$ cat src/rtl/pixel_packer.sv
// pixel_packer: packs 24-bit RGB pixels into 32-bit AXI4-Stream words
// (four pixels -> three words). Carries SOF as TUSER and EOL as TLAST.
// Partial groups at end of line are flushed as PAD_BYTE-padded words.
// Optional statistics counters: define PIXEL_PACKER_STATS_EN.
module pixel_packer #(
  parameter logic [7:0] PAD_BYTE = 8'h00
) (
  input  logic        aclk,
  input  logic        aresetn,
  input  logic [7:0]  in_r,
  input  logic [7:0]  in_g,
  input  logic [7:0]  in_b,
  input  logic        in_valid,
  input  logic        in_sof,
  input  logic        in_eol,
  output logic        in_ready,
  output logic [31:0] out_tdata,
  output logic        out_tvalid,
  input  logic        out_tready,
  output logic        out_tuser,
  output logic        out_tlast,
  output logic        sof_misalign
`ifdef PIXEL_PACKER_STATS_EN
  ,
  output logic [15:0] frame_count,
  output logic [31:0] word_count
`endif
);

  typedef enum logic {RUN, FLUSH} state_t;

  state_t      state;
  logic [1:0]  phase;
  logic [23:0] residue;
  logic [31:0] flush_word;
  logic        sof_pending;

  logic        out_free;
  logic        accept;
  logic [1:0]  eff_phase;
  logic        load_word;
  logic [31:0] load_data;
  logic        load_last;
  logic        go_flush;
  logic [31:0] next_flush_word;
  logic [23:0] next_residue;
  logic [1:0]  next_phase;

  assign out_free  = !out_tvalid || out_tready;
  assign in_ready  = (state == RUN) && out_free;
  assign accept    = in_valid && in_ready;
  // An SOF pixel always starts a fresh group, whatever was pending.
  assign eff_phase = in_sof ? 2'd0 : phase;

  // Word assembly and residue update for the pixel being accepted.
  always_comb begin
    load_word       = 1'b0;
    load_data       = '0;
    load_last       = 1'b0;
    go_flush        = 1'b0;
    next_flush_word = flush_word;
    next_residue    = residue;
    next_phase      = phase;
    case (eff_phase)
      2'd0: begin
        load_word    = in_eol;
        load_data    = {PAD_BYTE, in_b, in_g, in_r};
        load_last    = 1'b1;
        next_residue = {in_b, in_g, in_r};
        next_phase   = 2'd1;
      end
      2'd1: begin
        load_word       = 1'b1;
        load_data       = {in_r, residue[23:0]};
        load_last       = 1'b0;
        next_residue    = {8'h00, in_b, in_g};
        next_phase      = 2'd2;
        go_flush        = in_eol;
        next_flush_word = {PAD_BYTE, PAD_BYTE, in_b, in_g};
      end
      2'd2: begin
        load_word       = 1'b1;
        load_data       = {in_g, in_r, residue[15:0]};
        load_last       = 1'b0;
        next_residue    = {16'h0000, in_b};
        next_phase      = 2'd3;
        go_flush        = in_eol;
        next_flush_word = {PAD_BYTE, PAD_BYTE, PAD_BYTE, in_b};
      end
      default: begin
        load_word    = 1'b1;
        load_data    = {in_b, in_g, in_r, residue[7:0]};
        load_last    = in_eol;
        next_residue = '0;
        next_phase   = 2'd0;
      end
    endcase
    if (in_eol) begin
      next_phase   = 2'd0;
      next_residue = '0;
    end
  end

  // RUN/FLUSH control with the single-entry registered output stage.
  always_ff @(posedge aclk or negedge aresetn) begin
    if (!aresetn) begin
      state        <= RUN;
      phase        <= 2'd0;
      residue      <= '0;
      flush_word   <= '0;
      sof_pending  <= 1'b0;
      sof_misalign <= 1'b0;
      out_tdata    <= '0;
      out_tvalid   <= 1'b0;
      out_tuser    <= 1'b0;
      out_tlast    <= 1'b0;
    end else begin
      if (out_tvalid && out_tready) begin
        out_tvalid <= 1'b0;
      end
      case (state)
        RUN: begin
          if (accept) begin
            phase   <= next_phase;
            residue <= next_residue;
            if (in_sof && (phase != 2'd0)) begin
              sof_misalign <= 1'b1;
            end
            if (load_word) begin
              out_tdata   <= load_data;
              out_tvalid  <= 1'b1;
              out_tuser   <= sof_pending || in_sof;
              out_tlast   <= load_last;
              sof_pending <= 1'b0;
            end else if (in_sof) begin
              sof_pending <= 1'b1;
            end
            if (go_flush) begin
              flush_word <= next_flush_word;
              state      <= FLUSH;
            end
          end
        end
        FLUSH: begin
          if (out_free) begin
            out_tdata   <= flush_word;
            out_tvalid  <= 1'b1;
            out_tuser   <= sof_pending;
            out_tlast   <= 1'b1;
            sof_pending <= 1'b0;
            state       <= RUN;
          end
        end
        default: state <= RUN;
      endcase
    end
  end

`ifdef PIXEL_PACKER_STATS_EN
  // Handshake counters: all words, and words that start a frame.
  always_ff @(posedge aclk or negedge aresetn) begin
    if (!aresetn) begin
      word_count  <= '0;
      frame_count <= '0;
    end else if (out_tvalid && out_tready) begin
      word_count <= word_count + 32'd1;
      if (out_tuser) begin
        frame_count <= frame_count + 16'd1;
      end
    end
  end
`endif

endmodule
$ cat config.mk
export PLATFORM = sky130hd
export DESIGN_NAME = pixel_packer
export DESIGN_NICKNAME = d
export VERILOG_FILES = /design/src/rtl/pixel_packer.sv
export SDC_FILE = /design/constraint.sdc
export NUM_CORES = 1
export LEC_CHECK = 0
export BUFFER_PORTS_ARGS = -buffer_cell sky130_fd_sc_hd__clkbuf_2
export CAP_MARGIN = 10
export CORE_UTILIZATION = 45
export CTS_CLUSTER_DIAMETER = 80
export CTS_CLUSTER_SIZE = 10
export DETAILED_ROUTE_END_ITERATION = 6
export GPL_ROUTABILITY_DRIVEN = 0
export GPL_TIMING_DRIVEN = 0
export HOLD_SLACK_MARGIN = 0.08
export PLACE_DENSITY = 0.76
export SKIP_LAST_GASP = 1
export SYNTH_ARGS = -nofsm -noshare
export SYNTH_HDL_FRONTEND = slang
export SYNTH_SLANG_ARGS = --single-unit
export TNS_END_PERCENT = 20
$ cat constraint.sdc
create_clock -name aclk -period 2.35 [get_ports aclk]
set_input_delay 0.705 -clock aclk [delete_from_list [all_inputs] [get_ports aclk]]
set_output_delay 0.705 -clock aclk [all_outputs]
set_load 0.01 [all_outputs]
# --- After elaboration in Yosys (flattened, before gate mapping) ---
# Index checks and enable logic that the tools add are counted.
op_classes:
  addsub: 0
  mul: 0
  div_mod_pow: 0
  magnitude_cmp: 0
  n_eq_ne: 6
  shifts: 0
  mux: 36
  n_bitwise: 1
  n_reduce_logical: 16
ops:
  columns: ["op", "n"]
  rows:
  - ["32-bit case mux with 2 select lines", 2]
  - ["32-bit two-way mux", 3]
  - ["32-bit case mux with 3 select lines", 1]
  - ["24-bit case mux with 3 select lines", 1]
  - ["24-bit two-way mux", 1]
  - ["1-bit two-way mux", 19]
  - ["1-bit case mux with 2 select lines", 6]
  - ["3-bit AND reduction", 3]
  - ["2-bit case mux with 3 select lines", 1]
  - ["1-bit logical AND", 4]
  - ["2-bit two-way mux", 2]
  - ["2-bit != test (second input constant)", 2]
  - ["4-bit AND reduction", 1]
  - ["2-bit nonzero test", 2]
  - ["3-bit != test (second input constant)", 1]
  - ["2-bit by 1-bit equality test with 1-bit output (second input constant)", 1]
  - ["2-bit equality test (second input constant)", 1]
  - ["2-bit zero test", 1]
  - ["1-bit logical OR", 2]
  - ["2-bit by 1-bit != test with 1-bit output (second input constant)", 1]
  - ["2-bit AND reduction", 1]
  - ["2-bit OR reduction", 1]
  - ["1-bit zero test", 1]
  - ["1-bit inverter", 1]
word_totals:
  register_bits: 96
  latch_bits: 0
  ramBits: 0
  mem_bits_ro: 0
  inputBits: 30
  out_inout_bits: 37
  word_cells: 69
  memories: 0

# --- Depth between registers and ports, before layout ---
logic_depth:
  ltp_word: 7
  ltp_mapped: 9
  mapped_depth_nobuf: 7

# --- Least setup slack after synthesis ---
# OpenSTA, ideal clock, no wires.
synth_path:
  kind: "input port to flip-flop"
  startpoint: "input port in_sof"
  endpoint: "register out_tdata[10]"
  setup_ns: 0.125
  t_arrival_ns: 2.326
  t_required_ns: 2.225
  slack_ns: -0.100
  stages: 9
  cell_sequence: "nor2b_1 -> inv_1 -> ha_1 -> buf_2 -> or2_2 -> buf_2 -> a221oi_1 -> a221oi_1 -> mux2_2"
synth_via:
  elab_chain_cells: 6
  elab_cells_between_ends: 11
  cone_classes: "3 x eq/ne; 6 x mux; 2 x reduce/logical"
synth_lines:
  columns: ["item", "line", "rtl"]
  rows:
  - ["from (decl)", "14", "input logic in_sof,"]
  - ["2-bit two-way mux *", "53", "assign eff_phase = in_sof ? 2'd0 : phase;"]
  - ["2-bit equality test (tied with other cells)", "64", "case (eff_phase)"]
  - ["32-bit case mux with 3 select lines", "64", null]
  - ["32-bit two-way mux", "129", "if (load_word) begin"]
  - ["32-bit two-way mux", "123", "if (accept) begin"]
  - ["32-bit case mux with 2 select lines", "121", "case (state)"]
  - ["to (signal assigned)", "130", "out_tdata <= load_data;"]
  - ["to (signal assigned)", "146", "out_tdata <= flush_word;"]
  - ["to (decl)", "17", "output logic [31:0] out_tdata,"]
# Every way passes the cells marked *; elsewhere a longest branch is shown, timed or not. The select of a mux whose other input is x is not followed.
# A chain may end at the register's enable or synchronous reset.

# --- Final worst setup path ---
layout_path:
  startpoint: "register state"
  endpoint: "output port in_ready"
layout_via:
  elab_chain_cells: 2
layout_lines:
  columns: ["item", "line", "rtl"]
  rows:
  - ["from (decl)", "32", "state_t state;"]
  - ["from (signal assigned)", "107", "state <= RUN;"]
  - ["from (signal assigned)", "140", "state <= FLUSH;"]
  - ["from (signal assigned)", "151", "state <= RUN;"]
  - ["1-bit inverter (no line)", null, null]
  - ["1-bit logical AND", "50", "assign in_ready = (state == RUN) && out_free;"]
  - ["to (decl)", "16", "output logic in_ready,"]
# No other way between the ends.

==> impl_metrics.py <==
metrics = {
    "timing": {
        "rsz0062_at_grt": "true",
        "max_slew_margin_pct": 48.1,
        "min_period_ns": 2.38,
        "clock.fmax_ghz": 0.419,
        "setup_slack_ns": -0.0345,
        "fin_setup_tns_ns": -0.0345,
        "finClkSkew_ns": 0.00673,
        "finalHoldViolCount": 0,
        "finalMaxSlewViolations": 0,
        "setup_violations": 1,
        "fin_crit_sh_pct": 101,
        "worst_slew_pin_slew_ns": 0.775,
    },
    "synthesis": {
        "synth-seq-cells": 80,
        "synth_area_leaders": "dfrtp_1, o21ai_0, a221oi_1",
        "syn_nets": 458,
        "ys_types": 40,
        "netlist_instances": 425,
        "netlist_area_um2": 4090,
        "synth_top_area_share_pct": 48.9,
        "yosysSeqAreaShare_pct": 48.9,
        "synth_edf_count": 0,
        "ys.flop_type": "dfrtp_1",
        "avgSynthCellArea_um2": 9.62,
        "async_reset_ff_share_pct": 100,
        "synth_top_cell_by_area": "dfrtp_1",
        "synth-warning-count": 0,
    },
    "routing": {
        "ant_nets": 0,
        "routedWlPerCell_um": 20.8,
        "wl_um": 12800,
        "drt-pass1-iter-count": 7,
        "via_per_inst": 6.51,
        "first_iter_violations": 588,
        "drc": 19,
        "vias": 3996,
    },
    "grt": {
        "met3_usage_pct": 5.54,
        "overflow": 0,
        "grt_pass1_wl_um": 19900,
        "met1_usage_pct": 37.5,
        "grtUsageMet2_pct": 41.3,
        "grt_pass1_vias": 3782,
        "grt_max_degree": 55,
        "grt_busiest_layer": "met2",
        "grt_usage_pct": 27.0,
        "grt_antenna_before_repair": 0,
    },
    "setup_path": {
        "startpoint": "state",
        "reg2reg_from": "phase[0]",
        "rr_endpoint": "out_tdata[5]",
        "worst_ep_arrival_time_ns": 1.68,
        "slowest_stage": "dfrtp_1",
        "cp_slowest_stage_delay_ns": 0.43,
        "worstRegToRegCells": 9,
        "crit_required_ns": 1.64,
        "end_kind": "primary output",
        "cp-endpoint": "in_ready",
        "ff2ff_setup_slack_ns": 0.07,
        "critPathKind": "reg -> out",
        "crit_path_cell_trace": "buf_4, buf_2, clkbuf_4, nor2_2, clkbuf_2",
        "crit_cells": 5,
        "cp_num_buf_inv": 4,
        "cp_top_family": "buffers and inverters",
        "setup.worst_path.start_class": "register",
        "path_max_fanout": 10,
    },
    "power": {
        "leakagePower_uw": 0.00221,
        "p_total_uw": 4580,
        "ir_drop_mv": 0.394,
        "powerDensity_nw_per_um2": 950,
    },
    "die": {
        "fp.dieW_um": 97.3,
        "ios": 67,
        "start_util_pct": 46.7,
        "die_area_um2": 9470,
        "core_region_area_um2": 8760,
        "rows": 34,
        "die_h_um": 97.3,
    },
    "cells_and_area": {
        "diodes": 0,
        "final_cell_area_um2": 4820,
        "area_growth_pct": 17.8,
        "nNetsFinal": 535,
        "finalNonFillerCells": 614,
        "fillerInstances": 779,
        "drive_gt1_share_pct": 22.5,
    },
    "clocking": {
        "cts_tree": "built",
        "postCtsSetupRepairBufs": 0,
        "htreeDepth": 3,
        "cts_buffers": 9,
        "root_buffer": "clkbuf_8",
        "cts.sinks": 80,
        "clk_path_buf_depth": 2,
        "path_clk_slew_ns": 0.09,
        "clk_latency_ns": 0.36,
    },
    "placed_design": {
        "dpl_cell_area_um2": 4590,
        "port_buffers": 66,
        "dpl.cell_count": 600,
        "dp_hpwl_um": 8930,
    },
    "outcome": {
        "status": "complete, but fails checks",
        "violations": "design-rule violations, negative setup slack",
    },
    "worst_hold_path": {
        "hold_class": "in -> async",
    },
    "run": {
        "maxCapViolCount": 0,
    },
}
-- worst reg2reg max path, cell delays in order (launching register included) --
cell and delay [ns]:
dfrtp_2 0.43, nor2b_4 0.20, inv_1 0.06, ha_1 0.18, buf_2 0.16, or3_1 0.37
clkbuf_1 0.23, a32oi_1 0.21, nor2_1 0.08, a221o_1 0.26
-- flip-flops by register name, indices dropped and copies added, names as in the netlist --
| name | count |
|---|---|
| flush_word | 16 |
| out_tdata | 32 |
| out_tlast | 1 |
| out_tuser | 1 |
| out_tvalid | 1 |
| phase | 2 |
| residue | 24 |
| sof_misalign | 1 |
| sof_pending | 1 |
| state | 1 |
-- metal layers --
metal	part of all wire, %	vias up	wire length (µm)
li1	-	1745	-
met1	41	1917	5300
met2	45	292	5740
met3	10	42	1320
met4	3.3	0	418
met5	0	-	0
-- Yosys cell counts (2+ instances only) --
master / count
dfrtp_1: 80
a221o_1: 8
buf_1: 2
nand2_1: 75
nor2b_1: 4
a222oi_1: 8
a21oi_1: 2
a221oi_1: 33
nand2b_1: 4
mux2i_1: 8
a32oi_1: 8
nor2_1: 12
or2_1: 2
o31ai_1: 11
buf_6: 2
inv_1: 15
a22o_1: 7
a2bb2oi_1: 6
clkbuf_1: 24
buf_2: 10
ha_1: 3
a22oi_1: 8
o21ai_0: 60
nor3_1: 10
mux2_2: 8
-- cell usage in the layout (no fill, tap or decap), types with 8 or more instances in the layout --
cell type,instances
dfrtp_1,79
clkbuf_8,9
nand2_1,75
clkbuf_1,20
mux2i_1,8
o21ai_0,60
a22oi_1,8
inv_1,15
nor2_1,11
a221oi_1,32
clkbuf_2,67
o31ai_1,11
buf_2,8
a32oi_1,8
a222oi_1,8
a221o_1,8
nor3_1,10
mux2_2,8
-- logic make-up after synthesis --
group                      synth area share, %
AOI/OAI and AO/OA                         28.4
and+or+nand+nor                           11.9
DFF                                       48.9
buffers and inverters                     5.72
muxes                                     4.16
adders and majority gates                0.918
-- power by group --
group	total (µW)	switching, µW	internal (µW)
registers	2070	260	1810
clock network	1110	523	589
logic	1400	811	589
total	4580	1590	2990
-- worst min path at each step --
stage,startpoint,endpoint,cells past startpoint
2_1_floorplan,aresetn,flush_word[0],0
3_3_place_gp,out_tdata[23],out_tdata[23],1
3_5_place_dp,sof_misalign,sof_misalign,1
4_1_cts,aresetn,residue[19],1
5_1_grt,aresetn,out_tdata[22],1
6_report,aresetn,residue[19],1
-- area by class of cell --
cell class	instances	area (µm²)	share of cell area [%]
flip-flops and latches	80	2000	41.6
multi-input cells	291	1870	38.8
repair buffers	67	363	7.53
plain buffers	38	183	3.79
well taps	108	135	2.80
clock buffers	9	124	2.57
clock inverters	6	85.1	1.77
inverters	15	56.3	1.17
-- per-stage QoR --
stage | worst slack (ns) | hold slack [ns] | utilization [%]
final | -0.0345 | 0.301 | 55.0
after global routing | -0.105 | 0.326 | 55.0
after CTS | -0.0190 | 0.310 | 54.9
after detailed placement | -0.430 | 0.459 | 52.4
after global placement | -0.377 | 0.464 | 52.1
after floorplan | 0.00996 | 0.409 | -
-- repair_timing --
action	in CTS	in global routing
resized for setup	6	6
hold buffers	0	0
gates cloned	0	0
setup endpoints to repair	10	37
Power figures use the tool's default switching activity.
